<file path="src/rtl/rom_loader_pkg.sv">
`default_nettype none
// ============================================================================
//  Module      : rom_loader_pkg
//  Description : Shared definitions for the boot ROM loader: loader state
//                encoding, image-header byte count and checksum width.
//                The CSUM state exists only when ROM_LOADER_CHECKSUM_EN
//                is defined.
//  Revision    : 1.0 - initial release
// ============================================================================
package rom_loader_pkg;

    // Bytes in the length header, which is also the byte count of one word.
    localparam int c_HDR_BYTES = 4;
    // Width of the data words and of the image checksum.
    localparam int c_CSUM_W    = 32;
    // Width of the byte-within-word counter.
    localparam int c_BCNT_W    = $clog2(c_HDR_BYTES);

    typedef enum logic [2:0] {
        ST_LEN   = 3'd0,
        ST_DATA  = 3'd1,
        ST_WRITE = 3'd2,
`ifdef ROM_LOADER_CHECKSUM_EN
        ST_CSUM  = 3'd3,
`endif
        ST_DONE  = 3'd4,
        ST_ERR   = 3'd5
    } state_t;

endpackage : rom_loader_pkg
`default_nettype wire

</file>
<file path="src/rtl/rom_loader_asm.sv">
`default_nettype none
// ============================================================================
//  Module      : rom_loader_asm
//  Description : Little-endian byte-to-word assembler. Shifts accepted
//                bytes in from the top so the first byte lands in bits 7:0,
//                flags the byte that completes a word and presents the
//                completed word combinationally in that same cycle.
//  Ports       : clk      - clock
//                rst      - asynchronous reset, active low
//                i_valid  - byte accepted this cycle
//                i_data   - accepted byte
//                o_cnt    - bytes of the current word already held
//                o_last   - this accepted byte completes a word
//                o_word   - word including the byte on i_data
//  Revision    : 1.0 - initial release
// ============================================================================
module rom_loader_asm
    import rom_loader_pkg::*;
(
    input  logic                clk,
    input  logic                rst,
    input  logic                i_valid,
    input  logic [7:0]          i_data,
    output logic [c_BCNT_W-1:0] o_cnt,
    output logic                o_last,
    output logic [c_CSUM_W-1:0] o_word
);

    logic [c_CSUM_W-1:0] r_word;
    logic [c_BCNT_W-1:0] r_cnt;

    assign o_word = {i_data, r_word[c_CSUM_W-1:8]};
    assign o_last = i_valid && (r_cnt == c_BCNT_W'(c_HDR_BYTES - 1));
    assign o_cnt  = r_cnt;

    always_ff @(posedge clk or negedge rst) begin
        if (!rst) begin
            r_word <= '0;
            r_cnt  <= '0;
        end else if (i_valid) begin
            r_word <= o_word;
            r_cnt  <= o_last ? '0 : r_cnt + c_BCNT_W'(1);
        end
    end

endmodule : rom_loader_asm
`default_nettype wire

</file>
<file path="src/rtl/rom_loader.sv">
`default_nettype none
// ============================================================================
//  Module      : rom_loader
//  Description : Receives a boot image over a byte stream (4-byte LE word
//                count N, then N LE 32-bit words), writes it word by word
//                into the instruction ROM and then releases the core reset.
//                Malformed length or a stalled stream ends in a sticky
//                error with the core held in reset.
//                Optional build macro ROM_LOADER_CHECKSUM_EN: a 4-byte LE
//                checksum (32-bit wrap-around sum of the words) follows the
//                image and must match before the core is released.
//  Ports       : clk        - clock, all state on the rising edge
//                rst        - asynchronous reset, active low
//                s_valid    - stream byte valid
//                s_data     - stream byte
//                s_ready    - stream byte accepted when s_valid && s_ready
//                rom_we     - one-cycle ROM write strobe
//                rom_waddr  - ROM word address
//                rom_wdata  - ROM write word
//                core_rst_n - core reset, low holds the core in reset
//                done       - image loaded, core released
//                err        - load failed, sticky until reset
//  Revision    : 1.0 - initial release
// ============================================================================
module rom_loader
    import rom_loader_pkg::*;
#(
    parameter int ADDR_W  = 12,
    parameter int TIMEOUT = 100000
) (
    input  logic              clk,
    input  logic              rst,
    input  logic              s_valid,
    input  logic [7:0]        s_data,
    output logic              s_ready,
    output logic              rom_we,
    output logic [ADDR_W-1:0] rom_waddr,
    output logic [31:0]       rom_wdata,
    output logic              core_rst_n,
    output logic              done,
    output logic              err
);

    localparam int          c_TMO_W = $clog2(TIMEOUT + 1);
    localparam logic [32:0] c_DEPTH = 33'(1) << ADDR_W;
`ifdef ROM_LOADER_CHECKSUM_EN
    localparam state_t      c_ST_END = ST_CSUM;
`else
    localparam state_t      c_ST_END = ST_DONE;
`endif

    state_t                r_state;
    state_t                w_next;
    logic                  r_run;
    logic [ADDR_W:0]       r_len;
    logic [ADDR_W:0]       r_idx;
    logic [ADDR_W:0]       w_idx_inc;
    logic [ADDR_W-1:0]     r_waddr;
    logic [31:0]           r_wdata;
    logic [c_TMO_W-1:0]    r_tmo;
    logic                  w_accept;
    logic                  w_last;
    logic                  w_tmo_en;
    logic                  w_tmo_hit;
    logic [c_BCNT_W-1:0]   w_cnt;
    logic [c_CSUM_W-1:0]   w_word;
`ifdef ROM_LOADER_CHECKSUM_EN
    logic [c_CSUM_W-1:0]   r_sum;
`endif

    // r_run keeps s_ready low while reset is asserted even though the
    // state register already sits in LEN.
    assign s_ready   = r_run && ((r_state == ST_LEN) || (r_state == ST_DATA)
`ifdef ROM_LOADER_CHECKSUM_EN
                                 || (r_state == ST_CSUM)
`endif
                                );
    assign w_accept  = s_valid && s_ready;
    assign w_idx_inc = r_idx + (ADDR_W + 1)'(1);
    assign rom_waddr = r_waddr;
    assign rom_wdata = r_wdata;

    rom_loader_asm u_asm (
        .clk     (clk),
        .rst     (rst),
        .i_valid (w_accept),
        .i_data  (s_data),
        .o_cnt   (w_cnt),
        .o_last  (w_last),
        .o_word  (w_word)
    );

    // The idle timer runs while a word is expected; in LEN only after the
    // first length byte so an idle link before a load never errors.
    always_comb begin
        w_tmo_en = 1'b0;
        case (r_state)
            ST_LEN:  w_tmo_en = (w_cnt != '0);
            ST_DATA: w_tmo_en = 1'b1;
`ifdef ROM_LOADER_CHECKSUM_EN
            ST_CSUM: w_tmo_en = 1'b1;
`endif
            default: w_tmo_en = 1'b0;
        endcase
    end

    assign w_tmo_hit = w_tmo_en && !w_accept && (r_tmo == c_TMO_W'(TIMEOUT - 1));

    // ------------------------------------------------------------------
    // FSM: state register
    // ------------------------------------------------------------------
    always_ff @(posedge clk or negedge rst) begin
        if (!rst) begin
            r_state <= ST_LEN;
        end else begin
            r_state <= w_next;
        end
    end

    // ------------------------------------------------------------------
    // FSM: next state and state-decoded outputs
    // ------------------------------------------------------------------
    always_comb begin
        w_next     = r_state;
        rom_we     = 1'b0;
        done       = 1'b0;
        core_rst_n = 1'b0;
        err        = 1'b0;
        case (r_state)
            ST_LEN: begin
                if (w_tmo_hit) begin
                    w_next = ST_ERR;
                end else if (w_last) begin
                    if (w_word == '0) begin
                        w_next = c_ST_END;
                    end else if ({1'b0, w_word} > c_DEPTH) begin
                        w_next = ST_ERR;
                    end else begin
                        w_next = ST_DATA;
                    end
                end
            end
            ST_DATA: begin
                if (w_tmo_hit) begin
                    w_next = ST_ERR;
                end else if (w_last) begin
                    w_next = ST_WRITE;
                end
            end
            ST_WRITE: begin
                rom_we = 1'b1;
                w_next = (w_idx_inc == r_len) ? c_ST_END : ST_DATA;
            end
`ifdef ROM_LOADER_CHECKSUM_EN
            ST_CSUM: begin
                if (w_tmo_hit) begin
                    w_next = ST_ERR;
                end else if (w_last) begin
                    w_next = (w_word == r_sum) ? ST_DONE : ST_ERR;
                end
            end
`endif
            ST_DONE: begin
                done       = 1'b1;
                core_rst_n = 1'b1;
            end
            ST_ERR: begin
                err = 1'b1;
            end
            default: begin
                w_next = ST_ERR;
            end
        endcase
    end

    // ------------------------------------------------------------------
    // Datapath: length, word index, write word, idle timer, checksum
    // ------------------------------------------------------------------
    always_ff @(posedge clk or negedge rst) begin
        if (!rst) begin
            r_run   <= 1'b0;
            r_len   <= '0;
            r_idx   <= '0;
            r_waddr <= '0;
            r_wdata <= '0;
            r_tmo   <= '0;
`ifdef ROM_LOADER_CHECKSUM_EN
            r_sum   <= '0;
`endif
        end else begin
            r_run <= 1'b1;

            if (w_accept) begin
                r_tmo <= '0;
            end else if (w_tmo_en) begin
                r_tmo <= r_tmo + c_TMO_W'(1);
            end

            case (r_state)
                ST_LEN: begin
                    // Only meaningful when N fits the ROM; otherwise ERR.
                    if (w_last) begin
                        r_len <= w_word[ADDR_W:0];
                        r_idx <= '0;
                    end
                end
                ST_DATA: begin
                    // Address and word are staged so they are stable for
                    // the whole WRITE cycle and held afterwards.
                    if (w_last) begin
                        r_waddr <= r_idx[ADDR_W-1:0];
                        r_wdata <= w_word;
`ifdef ROM_LOADER_CHECKSUM_EN
                        r_sum   <= r_sum + w_word;
`endif
                    end
                end
                ST_WRITE: begin
                    r_idx <= w_idx_inc;
                end
                default: begin
                end
            endcase
        end
    end

endmodule : rom_loader
`default_nettype wire

</file>
<file path="config.mk">
export PLATFORM = sky130hd
export DESIGN_NAME = rom_loader
export DESIGN_NICKNAME = d
export VERILOG_FILES = /design/src/rtl/rom_loader_pkg.sv /design/src/rtl/rom_loader_asm.sv /design/src/rtl/rom_loader.sv
export SDC_FILE = /design/constraint.sdc
export NUM_CORES = 1
export LEC_CHECK = 0
export ABC_AREA = 1
export BUFFER_PORTS_ARGS = -buffer_cell sky130_fd_sc_hd__buf_2
export CAP_MARGIN = 20
export CORE_ASPECT_RATIO = 1.25
export CORE_UTILIZATION = 45
export CTS_BUF_LIST = sky130_fd_sc_hd__clkbuf_8
export CTS_CLUSTER_SIZE = 28
export DETAILED_ROUTE_END_ITERATION = 8
export GPL_TIMING_DRIVEN = 0
export PLACE_DENSITY = 0.7
export SKIP_CTS_REPAIR_TIMING = 1
export SLEW_MARGIN = 20
export SYNTH_ARGS = -nofsm -noshare
export SYNTH_HDL_FRONTEND = slang
export SYNTH_SLANG_ARGS = --single-unit
</file>
<file path="constraint.sdc">
create_clock -name clk -period 2.47 [get_ports clk]
set_clock_uncertainty 0.1 [all_clocks]
set_input_delay 0.1235 -clock clk [delete_from_list [all_inputs] [get_ports clk]]
set_output_delay 0.1235 -clock clk [all_outputs]
set_load 0.02 [all_outputs]
</file>
==> flow_summary.json <==
{
  "hold_slack_ps": 26.2,
  "wl_per_cell_um": 14.0,
  "wl_um": 12700,
  "synth.yosys.warnings": 0,
  "grt_pass1_vias": 4574,
  "tightest_slew_ps": 500,
  "place.gp.congestion": 0.914,
  "initial_core_util": 0.465,
  "path_max_fanout": 6,
  "synth-async-reset-ratio": 1.00,
  "synth_cells": 649,
  "io_buffers": 59,
  "clk_latency_ps": 440,
  "drc": 0,
  "place_area_um2": 5990,
  "holdPathEnd": "r_tmo[14]$_DFFE_PN0P_",
  "crit_type": "register to register",
  "synth_most_common_cell": "nand2_1",
  "fin_crit_sh": 0.866,
  "path_clk_slew_ps": 70,
  "ys.flop_type": "dfrtp_1",
  "io_pins": 60,
  "synth_seq_cells": 117,
  "slew-limit-headroom": 0.666,
  "synth_cell_types": 37,
  "drt_pass1_iterations": 6,
  "rsz0062_at_grt": "false",
  "ys_seq_area_frac": 0.537,
  "htreeDepth": 4,
  "dp.cells": 870,
  "power.total_mw": 3.84,
  "die_w_um": 100,
  "synth_area_um2": 5460,
  "die_h_um": 125,
  "clock_path_buffers": 2,
  "r2r_start": "r_idx[0]$_DFFE_PN0P_",
  "synth_common_cells": "167 x nand2_1, 117 x dfrtp_1, 84 x inv_1",
  "power_leakage_nw": 3.37,
  "antenna_cells": 0,
  "hold_class": "input port to register",
  "dr.first_iter.drc_count": 244,
  "numCtsBuffers": 17,
  "p_per_area_nw_per_um2": 591,
  "r2r_setup_slack_ps": 330,
  "grt_start_max_net_pins": 67,
  "drtAntennaViolNets": 0,
  "cp.arrival_ps": 2400,
  "r2r-end": "r_state[2]$_DFFE_PN0P_",
  "drv_cap": 0,
  "synth_enable_flop_cells": 0,
  "fin_cells": 911,
  "cp.required_ps": 2730,
  "fp-row-count": 44,
  "core_area_um2": 11700,
  "timing.fmax_ghz": 0.468,
  "grtUsageTotal": 0.217,
  "synth_top_cell_by_area": "dfrtp_1",
  "synth_nets": 664,
  "cp-start-kind": "register",
  "post-route-util": 0.554,
  "min_path_cells": 4,
  "r2r.worst_path.cells": 13,
  "setup_violations": 0,
  "dieArea_um2": 12600,
  "grt_overflow": 0,
  "maxSlewViolCount": 0,
  "vias_per_cell": 5.12,
  "endpoint_kind": "register",
  "cts_tree": "yes",
  "hold_start": "s_valid",
  "grt_first_pass_wirelength_um": 21300,
  "synth_top_cell_area_share": 0.537,
  "syn_to_final_growth_pct": 19.0,
  "antenna_found_initial": 0,
  "avgSynthCellArea_um2": 8.41,
  "root_buffer": "clkbuf_8",
  "design_area_um2": 6490,
  "dpl.hpwl_um": 9250,
  "peakVddDrop_v": 0.000347,
  "final_net_count": 752,
  "finalHoldViolations": 0,
  "num_vias": 4660,
  "min_period_ps": 2140,
  "outcome": "finished, final reports clean",
  "cts_sinks": 117,
  "yosys-top-cells-area": "dfrtp_1 54%, nand2_1 11%, inv_1 5.8%",
  "drive_gt1_frac": 0.173
}
[cell usage in the layout, fill, tap and decap left out, types with 2 or more instances in the layout]
cell type,n
o21ai_1,47
nand4_1,14
clkbuf_1,6
nor2_2,5
nor2_4,4
nor3_1,7
xnor3_1,2
nand2_4,4
inv_2,6
nand2_2,5
buf_6,2
xor2_1,4
o22ai_1,7
ha_1,4
clkbuf_8,19
nor4_1,3
dfrtp_1,117
nand3_1,29
buf_4,2
clkinvlp_4,6
dlygate4sd3_1,9
nor2_1,33
a21oi_1,16
buf_2,68
bufinv_16,3
o21ai_0,56
nand2_1,167
inv_1,86
nand3b_1,4
[sequential cells by signal, indices dropped and copies added (netlist names)]
signal and cells:
r_run 1, u_asm.r_word 24, r_idx 13, u_asm.o_cnt 2, r_state 3, r_len 13, r_tmo 17, rom_wdata 32
rom_waddr 12
[critical path, stage by stage (launching register included)]
cell and delay, ps:
dfrtp_1 410, ha_1 260, nand2_1 150, nor2_4 200, nand2_1 80, nand2_1 90, nand2_1 70, nand2_1 60
nand2_1 50, nor2_1 90, nand2_1 80, nor2_1 160, nand3_1 110, a21oi_1 150
[cells by family after synthesis]
logic type	synth area share
adder cells (fa/ha/maj)	0.00917
AND/OR/NAND/NOR	0.231
other	0.000687
AO/OA/AOI/OAI	0.125
flip-flops	0.537
buffers and inverters	0.0812
XOR/XNOR	0.0163
[layer usage]
layer / wire (um) / up-vias / global-route usage / share of wire
li1: - / 2269 / - / -
met5: 0 / - / 0 / 0
met4: 329 / 0 / 0.0989 / 0.026
met1: 5560 / 2241 / 0.262 / 0.44
met2: 6360 / 122 / 0.369 / 0.50
met3: 488 / 28 / 0.0453 / 0.038
[cell type report]
type                            count  area [um^2]
Inverter                           91          344
Fill cell                        1068         5230
Clock buffer                       19          262
Timing Repair Buffer               69          419
Sequential cell                   117         2930
Tap cell                          161          201
Buffer                             19         98.8
Multi-Input combinational cell    422         2080
Clock inverter                     13          156
[power breakdown]
part	switching [mW]	total [mW]	leakage [nW]	internal [mW]
Sequential	0.000187	1.92	1.51	1.92
Clock	0.808	1.85	0.199	1.04
Combinational	0.0480	0.0706	1.66	0.0226
Total	0.856	3.84	3.37	2.98
[per-stage QoR]
stage	worst slack, ps	setup TNS (ps)
2_1_floorplan	668	0
3_3_place_gp	-210	-23580
3_5_place_dp	387	0
4_1_cts	349	0
5_1_grt	179	0
6_report	332	0
[worst max-delay path by stage]
stage / slack, ps / start / cells past startpoint / to
after CTS: 350 / r_idx[0]$_DFFE_PN0P_ / 13 / r_state[2]$_DFFE_PN0P_
after global placement: -210 / rst / 1 / r_tmo[7]$_DFFE_PN0P_
after global routing: 180 / r_idx[0]$_DFFE_PN0P_ / 13 / r_state[2]$_DFFE_PN0P_
after floorplan: 670 / r_state[1]$_DFFE_PN0P_ / 11 / r_state[2]$_DFFE_PN0P_
final: 330 / r_idx[0]$_DFFE_PN0P_ / 13 / r_state[2]$_DFFE_PN0P_
after detailed placement: 390 / r_idx[0]$_DFFE_PN0P_ / 13 / r_state[2]$_DFFE_PN0P_
Power figures use the tool's default switching activity.
